[config.mk]
export PLATFORM = sky130hd
export DESIGN_NAME = rf_param_sb
export DESIGN_NICKNAME = d
export VERILOG_FILES = /design/src/rtl/rf_param_sb.sv
export SDC_FILE = /design/constraint.sdc
export NUM_CORES = 1
export LEC_CHECK = 0
export CORE_AREA = 2 2 92 94
export CTS_CLUSTER_SIZE = 20
export DETAILED_ROUTE_END_ITERATION = 16
export DIE_AREA = 0 0 94 96
export PLACE_DENSITY = 0.84
export RECOVER_POWER = 50
export SLEW_MARGIN = 20
export SYNTH_ARGS = -nofsm -noshare
export SYNTH_HDL_FRONTEND = slang
export SYNTH_SLANG_ARGS = --single-unit
export TNS_END_PERCENT = 30
[constraint.sdc]
create_clock -name clk -period 3.95 [get_ports clk]
set_clock_uncertainty 0.1 [all_clocks]
set_input_delay 0.79 -clock clk [delete_from_list [all_inputs] [get_ports clk]]
set_output_delay 0.79 -clock clk [all_outputs]
set_load 0.1 [all_outputs]
[src/rtl/rf_param_sb.sv]
// Parametrised register file (NREGS x WIDTH) with a pending-write scoreboard and sequenced clear.
// Define RF_BYPASS_EN to forward accepted writes to the read ports in the same cycle.
//
//   state    | meaning
//   ST_IDLE  | normal operation, writes/locks accepted, clr starts a clear
//   ST_CLEAR | one register (and lock bit) zeroed per cycle, requests dropped
module rf_param_sb #(
   parameter int NREGS    = 4,
   parameter int WIDTH    = 16,
   parameter int ZERO_REG = 0,
   parameter int AW       = $clog2(NREGS)
) (
   input  logic             clk,
   input  logic             rst,
   input  logic             clr,
   input  logic             wr_en,
   input  logic [AW-1:0]    wr_addr,
   input  logic [WIDTH-1:0] wr_data,
   input  logic             lock_set,
   input  logic [AW-1:0]    lock_addr,
   input  logic [AW-1:0]    ra,
   input  logic [AW-1:0]    rb,
   input  logic [AW-1:0]    rd,
   output logic [WIDTH-1:0] opA,
   output logic [WIDTH-1:0] opB,
   output logic [WIDTH-1:0] opD,
   output logic             locked_a,
   output logic             locked_b,
   output logic             locked_d,
   output logic             busy,
   output logic             wr_drop,
   inout  wire              dvdd,
   inout  wire              dgnd
);

   typedef enum logic {ST_IDLE, ST_CLEAR} state_t;

   localparam logic [AW-1:0] LAST = AW'(NREGS - 1);

   state_t           r_state, w_state_nxt;
   logic [AW-1:0]    r_ptr, w_ptr_nxt;
   logic             r_busy, r_wr_drop;
   logic [NREGS-1:0] r_lock;
   logic [WIDTH-1:0] r_regs [NREGS];

   logic             w_wr_acc, w_lk_acc, w_drop_nxt;
   logic [AW-1:0]    w_rd_addr [3];
   logic [WIDTH-1:0] w_op [3];
   logic [2:0]       w_lk;

   function automatic logic f_in_range(input logic [AW-1:0] a);
      return 32'(a) < 32'(NREGS);
   endfunction

   // A "live" register physically holds state; the hardwired zero register does not.
   function automatic logic f_live(input logic [AW-1:0] a);
      return f_in_range(a) && !((ZERO_REG != 0) && (a == '0));
   endfunction

   always_comb begin
      w_state_nxt = r_state;
      w_ptr_nxt   = r_ptr;
      w_wr_acc    = 1'b0;
      w_lk_acc    = 1'b0;
      w_drop_nxt  = 1'b0;
      case (r_state)
         ST_IDLE: begin
            w_wr_acc   = wr_en && f_live(wr_addr);
            w_lk_acc   = lock_set && f_live(lock_addr);
            w_drop_nxt = (wr_en && !f_in_range(wr_addr)) ||
                         (lock_set && !f_in_range(lock_addr));
            if (clr) begin
               w_state_nxt = ST_CLEAR;
               w_ptr_nxt   = '0;
            end
         end
         ST_CLEAR: begin
            w_drop_nxt = wr_en || lock_set;
            if (r_ptr == LAST) begin
               w_state_nxt = ST_IDLE;
               w_ptr_nxt   = '0;
            end else begin
               w_ptr_nxt = r_ptr + 1'b1;
            end
         end
         default: w_state_nxt = ST_IDLE;
      endcase
   end

   always_ff @(posedge clk) begin
      if (rst) begin
         r_state   <= ST_IDLE;
         r_ptr     <= '0;
         r_busy    <= 1'b0;
         r_wr_drop <= 1'b0;
         r_lock    <= '0;
         for (int i = 0; i < NREGS; i++) r_regs[i] <= '0;
      end else begin
         r_state   <= w_state_nxt;
         r_ptr     <= w_ptr_nxt;
         r_busy    <= (w_state_nxt == ST_CLEAR);
         r_wr_drop <= w_drop_nxt;
         for (int i = 0; i < NREGS; i++) begin
            if (r_state == ST_CLEAR && r_ptr == AW'(i)) begin
               r_regs[i] <= '0;
               r_lock[i] <= 1'b0;
            end else begin
               if (w_wr_acc && wr_addr == AW'(i)) begin
                  r_regs[i] <= wr_data;
                  r_lock[i] <= 1'b0;
               end
               // A same-cycle lock on the written register marks a newer pending write.
               if (w_lk_acc && lock_addr == AW'(i)) r_lock[i] <= 1'b1;
            end
         end
      end
   end

   assign w_rd_addr[0] = ra;
   assign w_rd_addr[1] = rb;
   assign w_rd_addr[2] = rd;

   always_comb begin
      for (int p = 0; p < 3; p++) begin
         w_op[p] = '0;
         w_lk[p] = 1'b0;
         if (f_live(w_rd_addr[p])) begin
            w_op[p] = r_regs[w_rd_addr[p]];
            w_lk[p] = r_lock[w_rd_addr[p]];
         end
`ifdef RF_BYPASS_EN
         if (w_wr_acc && wr_addr == w_rd_addr[p]) begin
            w_op[p] = wr_data;
            w_lk[p] = 1'b0;
         end
`else
`endif
      end
   end

   assign opA      = w_op[0];
   assign opB      = w_op[1];
   assign opD      = w_op[2];
   assign locked_a = w_lk[0];
   assign locked_b = w_lk[1];
   assign locked_d = w_lk[2];
   assign busy     = r_busy;
   assign wr_drop  = r_wr_drop;

endmodule
Yosys cells after proc, flatten, opt, wreduce, memory -nomap -nowiden
Memories as Yosys holds them, arrays and structs flattened.
Cells that the tools add are included.
W data, S select, Z words.

operators by class
  add/sub/neg operators = 1
  $lt $le $gt $ge = 3
  equal/unequal tests = 10
  mux-type cells = 61
  bitwise logic cells = 9
  reductions and logical operators = 24

operator list
  kind                   number
  $mux W16               8
  $mux W1                45
  $eq A2 B2 Y1 const B   6
  $logic_and A1 B1 Y1    12
  $lt A2 B3 Y1 const B   3
  $or A1 B1 Y1           8
  $reduce_bool A2 Y1     4
  $reduce_or A2 Y1       4
  $bmux W1 S2            3
  $eq A2 B1 Y1 const B   3
  $logic_not A2 Y1       3
  $mux W2                2
  $pmux W1 S2            2
  $pmux W2 S2            1
  $add A2 B1 Y2 const B  1
  $ne A2 B2 Y1 const B   1
  $logic_or A1 B1 Y1     1
  $not A1 Y1             1

word-level totals
  bits in registers = 8
  bits in writable memories = 64
  input bits = 31
  output and inout port bits = 55
  logic and storage cells = 116
  memories = 1

memory list
  name    words  width  rd ports  clocked after memory_dff  write ports  line  RTL
  r_regs  4      16     3         0                         4            44    logic [WIDTH-1:0] r_regs [NREGS];

Longest topological paths before layout
Gate-level depths: netlist of the first run.

  word-level depth = 7
  mapped depth = 5
  mapped depth without buffers = 5

Worst setup path after synthesis of the first run
Ideal clock, no wire load.

  path kind = input port to flip-flop
  from = in wr_addr[0]
  to = mem r_regs[1][0] (enable)
  library setup time = 438 ps
  data arrival time = 2970 ps
  data required time = 3412 ps
  setup slack = 442 ps
  cell stages on the path = 3
  path buffers = 1
  cell sequence = clkbuf_1 inv_1 o41ai_1

RTL lines
  item             line  RTL
  start, declared  17    input logic [AW-1:0] wr_addr,
  end, declared    44

Worst setup path in the final report of the first run
  from = in ra[0]
  to = out opA[14]

between the ends
  word-level cells in the longest chain between the ends = 1

ends and longest elaborated chain
  item             line  RTL
  start, declared  21    input logic [AW-1:0] ra,
  $mem_v2 Z4 W16   --
  end, declared    24    output logic [WIDTH-1:0] opA,

No other way between the ends.

==> results of run 1 <==
kinds of logic after synthesis:
group	synth area share
adder cells (fa/ha/maj)	0.0122
buffers and inverters	0.0339
AO/OA/AOI/OAI	0.0229
AND/OR/NAND/NOR	0.141
flip-flops	0.509
multiplexers	0.281
layout make-up:
cell class,instances,area (µm²),area share
Clock inverter,6,50.0,0.00880
Multi-Input combinational cell,157,1870,0.328
Timing Repair Buffer,93,1400,0.245
Tap cell,105,131,0.0231
Clock buffer,10,128,0.0224
Sequential cell,72,2080,0.366
Inverter,9,33.8,0.00594
worst paths after layout:
kind	endpoint	slack, ps	cells after the start
setup / recovery	opA[14]	640	4
hold / removal	r_lock[1]$_SDFFE_PP0P_	400	2
setup reg to reg	r_regs[0][5]$_SDFFCE_PN0P_	1530	3
hold reg to reg	r_lock[1]$_SDFFE_PP0P_	400	2
synthesized netlist by cell type (all sizes together):
master  number
nand4b       1
or4          1
mux4        51
nor3         1
o21ai        3
o41ai        4
a21oi        7
nor3b        4
nor2         4
buf         12
inv          9
nand2        5
nor4b        1
or3b         1
dfxtp        8
ha           4
o22a         1
and2        64
nand2b       3
clkbuf       9
edfxtp      64
nand3        2
metrics by stage:
stage	instance area, µm²	cells	power (mW)	hold slack [ps]
after floorplan	4090	259	1.51	359
after global placement	5550	436	1.84	375
after detailed placement	5550	436	1.86	388
after CTS	5730	452	2.39	404
after global routing	5690	452	2.44	427
final	5690	452	2.37	402
worst reg2reg max path, cell delays in order, from the launching register on:
cell and delay (ps):
dfxtp_1 510, or3b_1 580, nor3_2 830, and2_1 260
state kept, by name, summed over array words and instances (netlist names):
signal / count
r_ptr: 2
r_lock: 4
r_regs: 64
busy: 1
wr_drop: 1
power by group through the flow:
stage | sequential, mW | clock [mW] | combinational (mW)
after floorplan | 0.928 | 0 | 0.583
after global placement | 0.924 | 0 | 0.914
after detailed placement | 0.934 | 0 | 0.921
after CTS | 0.917 | 0.545 | 0.924
after global routing | 0.924 | 0.576 | 0.937
final | 0.918 | 0.538 | 0.911
layer usage:
| metal | wire length, µm | part of all wire | track usage | vias up |
|---|---|---|---|---|
| li1 | - | - | - | 1176 |
| met1 | 3250 | 0.34 | 0.266 | 1321 |
| met2 | 5400 | 0.57 | 0.417 | 97 |
| met3 | 582 | 0.062 | 0.0352 | 16 |
| met4 | 204 | 0.022 | 0.103 | 0 |
| met5 | 0 | 0 | 0 | - |
==> results.sh, run 1 <==
export IMPL_post_cts_buffers=0
export IMPL_crit_type="input port to primary output"
export IMPL_cts_buffers_inserted=9
export IMPL_cts_hold_fix_buffers=0
export IMPL_synth_area_leaders="edfxtp_1, mux4_2, and2_1, dfxtp_1, ha_1"
export IMPL_layout_nets=379
export IMPL_crit_arrival_ps=2420
export IMPL_cts_resized=0
export IMPL_layout_min_cycle_time_ps=3310
export IMPL_rsz0062_at_grt="false"
export IMPL_grt_pass1_wl_mm=14.8
export IMPL_cap_violations=0
export IMPL_antenna_left=0
export IMPL_slowest_stage="mux4_2"
export IMPL_via_count=2610
export IMPL_worst_path_buf_inv=3
export IMPL_cts_tree="yes"
export IMPL_die_h_um=96
export IMPL_synthesis_nets=296
export IMPL_seq_power_share=0.388
export IMPL_pin_count=86
export IMPL_drive_gt1_frac=0.372
export IMPL_ir_worst_vdd_mv=0.243
export IMPL_switchingPower_uw=865
export IMPL_syn_cell_area_mm2=0.00409
export IMPL_setup_tns_ps=0
export IMPL_dieArea_mm2=0.00902
export IMPL_cp_data_required_time_ps=3060
export IMPL_clockRootBuffer="clkbuf_8"
export IMPL_path_clk_slew_ps=70
export IMPL_grt_overflow=0
export IMPL_routed_wl_mm=9.43
export IMPL_end_kind="primary output"
export IMPL_unconstrained_endpoints=2
export IMPL_fmax_mhz=302
export IMPL_grt_usage=0.228
export IMPL_htree_levels=3
export IMPL_yosysSeqAreaShare=0.509
export IMPL_dp_slack_ps=640
export IMPL_combPwrFrac=0.385
export IMPL_core_area_mm2=0.00805
export IMPL_p_int_mw=1.50
export IMPL_drc=0
export IMPL_clkLatencyLatePin_ps=340
export IMPL_initial_core_util=0.508
export IMPL_via_per_inst=5.77
export IMPL_crit_chain="clkdlybuf4s50_1 -> buf_4 -> mux4_2 -> buf_12"
export IMPL_outcome="complete, no violations"
export IMPL_p_leak_nw=2.09
export IMPL_yosysTopAreaCellShare=0.470
export IMPL_path_max_fanout=17
export IMPL_layout_common_cells="edfxtp_1, mux4_2, buf_12"
export IMPL_p_clk_frac=0.227
export IMPL_die_w_um=94
export IMPL_area_growth_pct=39.0
export IMPL_fin_util=0.706
export IMPL_antenna_found_initial=0
export IMPL_drt_iter0_markers=114
export IMPL_insertedDiodeCount=0
export IMPL_fin_ws_ps=639
export IMPL_num_rows=33
export IMPL_hold_viol_final=0
export IMPL_grt_max_degree=22
export IMPL_p_sw_frac=0.365
export IMPL_slew_violations=0
export IMPL_clockBufferDepth=2
export IMPL_synthCells=259
export IMPL_synth_top_cell_by_area="edfxtp_1"
export IMPL_finalCritPeriodShare=0.838
export IMPL_hold_start="r_lock[1]$_SDFFE_PP0P_"
export IMPL_cp_top_family="buffers and inverters"
export IMPL_power_density_mw_per_mm2=416
export IMPL_grt_pass1_vias=2818
export IMPL_setup_viol=0
export IMPL_dpl_hpwl_mm=6.47
export IMPL_drtPass1Iterations=4
export IMPL_n_fill_cell=530
export IMPL_worst_slew_pin_slew_ps=1170
export IMPL_layout_commonest_cell="edfxtp_1"
export IMPL_clock_sinks=72
export IMPL_startpoint="ra[0]"
export IMPL_cp_start_kind="input port"
export IMPL_wl_per_cell_um=20.9
export IMPL_syn_area_per_cell_um2=15.8
export IMPL_place_congestion=0.773
export IMPL_port_buffers=83
export IMPL_yosysWarnings=0
export IMPL_synth_seq_cells=72
export IMPL_relSlewSlack=0.219
export IMPL_r2r_start="busy$_SDFF_PP0_"
export IMPL_ys_types=28
export IMPL_critPathMaxStageDelay_ps=620
export IMPL_min_path_type="flip-flop to flip-flop"
Note: power is estimated with default switching activity, not from simulation.
==> inputs of run 2 (changes only) <==
clock period = 3.25 ns   (was 3.95 ns; I/O delays follow)
==> run 2 against run 1 <==
Net effect:
- non-clock buffer count up 6
- critical path depth is 1 higher
- clock-buffer cell count unchanged
- routed wire length grew 0.96%
- combinational power is 23% higher
- sequential power increased by 21%
- register-to-register slack lost 1000 ps
- cell count rose by 1.3%
- clock power increased by 27%
- power is 23% higher
- cell area increased by 1.0%
- via count up 1.5%
==> results.sh, run 2 (synthesis results as in run 1) <==
export IMPL_hold_end="r_lock[2]$_SDFFE_PP0P_"
export IMPL_clockBufferDepth=2
export IMPL_setup_tns_ps=0
export IMPL_via_per_inst=5.78
export IMPL_layout_commonest_cell="edfxtp_1"
export IMPL_hold_start="r_lock[2]$_SDFFE_PP0P_"
export IMPL_grt_overflow=0
export IMPL_layout_min_cycle_time_ps=2970
export IMPL_via_count=2648
export IMPL_path_max_fanout=9
export IMPL_routed_wl_mm=9.53
export IMPL_layout_common_cells="edfxtp_1, buf_12, mux4_2"
export IMPL_relSlewSlack=0.227
export IMPL_clockRootBuffer="clkbuf_8"
export IMPL_r2r_slack_ps=520
export IMPL_grt_usage=0.231
export IMPL_slowest_stage="nor3b_1"
export IMPL_dpl_hpwl_mm=6.53
export IMPL_post_cts_buffers=0
export IMPL_fin_ws_ps=277
export IMPL_rsz0062_at_grt="false"
export IMPL_cp_start_kind="input port"
export IMPL_drive_gt1_frac=0.377
export IMPL_crit_type="input port to flip-flop"
export IMPL_insertedDiodeCount=0
export IMPL_crit_chain="dlygate4sd3_1 -> or3b_1 -> nor3b_1 -> clkbuf_1 -> and2_0"
export IMPL_antenna_left=0
export IMPL_die_w_um=94
export IMPL_worst_slew_pin_slew_ps=1160
export IMPL_n_fill_cell=535
export IMPL_drc=0
export IMPL_fmax_mhz=336
export IMPL_ir_worst_vdd_mv=0.347
export IMPL_drt_iter0_markers=161
export IMPL_clock_sinks=72
export IMPL_end_kind="flip-flop"
export IMPL_finalCritPeriodShare=0.915
export IMPL_power_density_mw_per_mm2=507
export IMPL_cts_resized=0
export IMPL_core_area_mm2=0.00805
export IMPL_path_clk_slew_ps=80
export IMPL_slew_violations=0
export IMPL_port_buffers=83
export IMPL_cts_tree="yes"
export IMPL_grt_pass1_wl_mm=15.0
export IMPL_grt_pass1_vias=2819
export IMPL_grt_max_degree=22
export IMPL_outcome="complete, no violations"
export IMPL_clkLatencyLatePin_ps=340
export IMPL_htree_levels=3
export IMPL_layout_nets=385
export IMPL_antenna_found_initial=0
export IMPL_setup_viol=0
export IMPL_cts_hold_fix_buffers=0
export IMPL_hold_depth=2
export IMPL_cp_data_required_time_ps=3350
export IMPL_largestRegisters="r_regs: 64 flops, r_lock: 4 flops, r_ptr: 2 flops"
export IMPL_critPathMaxStageDelay_ps=840
export IMPL_regArea_mm2=0.00208
export IMPL_placed_cell_area_mm2=0.00563
export IMPL_initial_core_util=0.508
export IMPL_dp_slack_ps=330
export IMPL_hold_viol_final=0
export IMPL_min_path_type="flip-flop to flip-flop"
export IMPL_unconstrained_endpoints=2
export IMPL_r2r_start="busy$_SDFF_PP0_"
export IMPL_largest_register_ffs=64
export IMPL_num_rows=33
export IMPL_drtPass1Iterations=4
export IMPL_p_leak_nw=2.10
export IMPL_dieArea_mm2=0.00902
export IMPL_multi_input_area_mm2=0.00185
export IMPL_die_h_um=96
export IMPL_cts_buffers_inserted=9
export IMPL_reg2reg_depth=4
export IMPL_area_growth_pct=40.4
export IMPL_place_congestion=0.803
export IMPL_final_cell_area_mm2=0.00575
export IMPL_wl_per_cell_um=20.8
export IMPL_cap_violations=0
export IMPL_crit_arrival_ps=3070
export IMPL_pin_count=86
export IMPL_regMostFlops="r_regs"
export IMPL_worstReg2RegEnd="r_regs[2][2]$_SDFFCE_PN0P_"
## run 2: how the worst max path moves through the flow
stage	from	endpoint	slack, ps	depth (start not counted)
floorplan	busy$_SDFF_PP0_	r_regs[1][0]$_SDFFCE_PN0P_	-140	2
global placement	rb[0]	opB[8]	340	4
detailed placement	ra[0]	opA[6]	330	4
CTS	ra[0]	opA[14]	310	4
global route	rst	r_regs[2][2]$_SDFFCE_PN0P_	150	5
finish	rst	r_regs[2][2]$_SDFFCE_PN0P_	280	5
## run 2: per-layer routing
metal | share of wire | GRT usage
met1 | 0.33 | 0.263
met2 | 0.57 | 0.429
met3 | 0.083 | 0.0462
met4 | 0.020 | 0.0930
met5 | 0 | 0
## run 2: stage by stage
step,hold WS (ps),std cells,power (mW),util
6_report,397,458,2.91,0.714
5_1_grt,420,458,3.00,0.714
4_1_cts,396,458,2.94,0.723
3_5_place_dp,384,442,2.27,0.700
3_3_place_gp,378,442,2.25,0.700
2_1_floorplan,359,259,1.84,-
## run 2: layout make-up
type                    count  area share
clock inverters             6      0.0105
well taps                 105      0.0229
inverters                   9     0.00588
repair buffers             99       0.254
multi-input cells         157       0.322
clock buffers              10      0.0222
flip-flops and latches     72       0.362
## run 2: report_power, final
part | internal, mW | switching, mW
combinational | 0.419 | 0.697
clock | 0.351 | 0.331
sequential | 1.07 | 0.0436
total | 1.84 | 1.07
## run 2: worst max-delay path: cells and delay by family
family        cells  cell delay [ps]
buf+inv           2              910
simple gates      3             1500
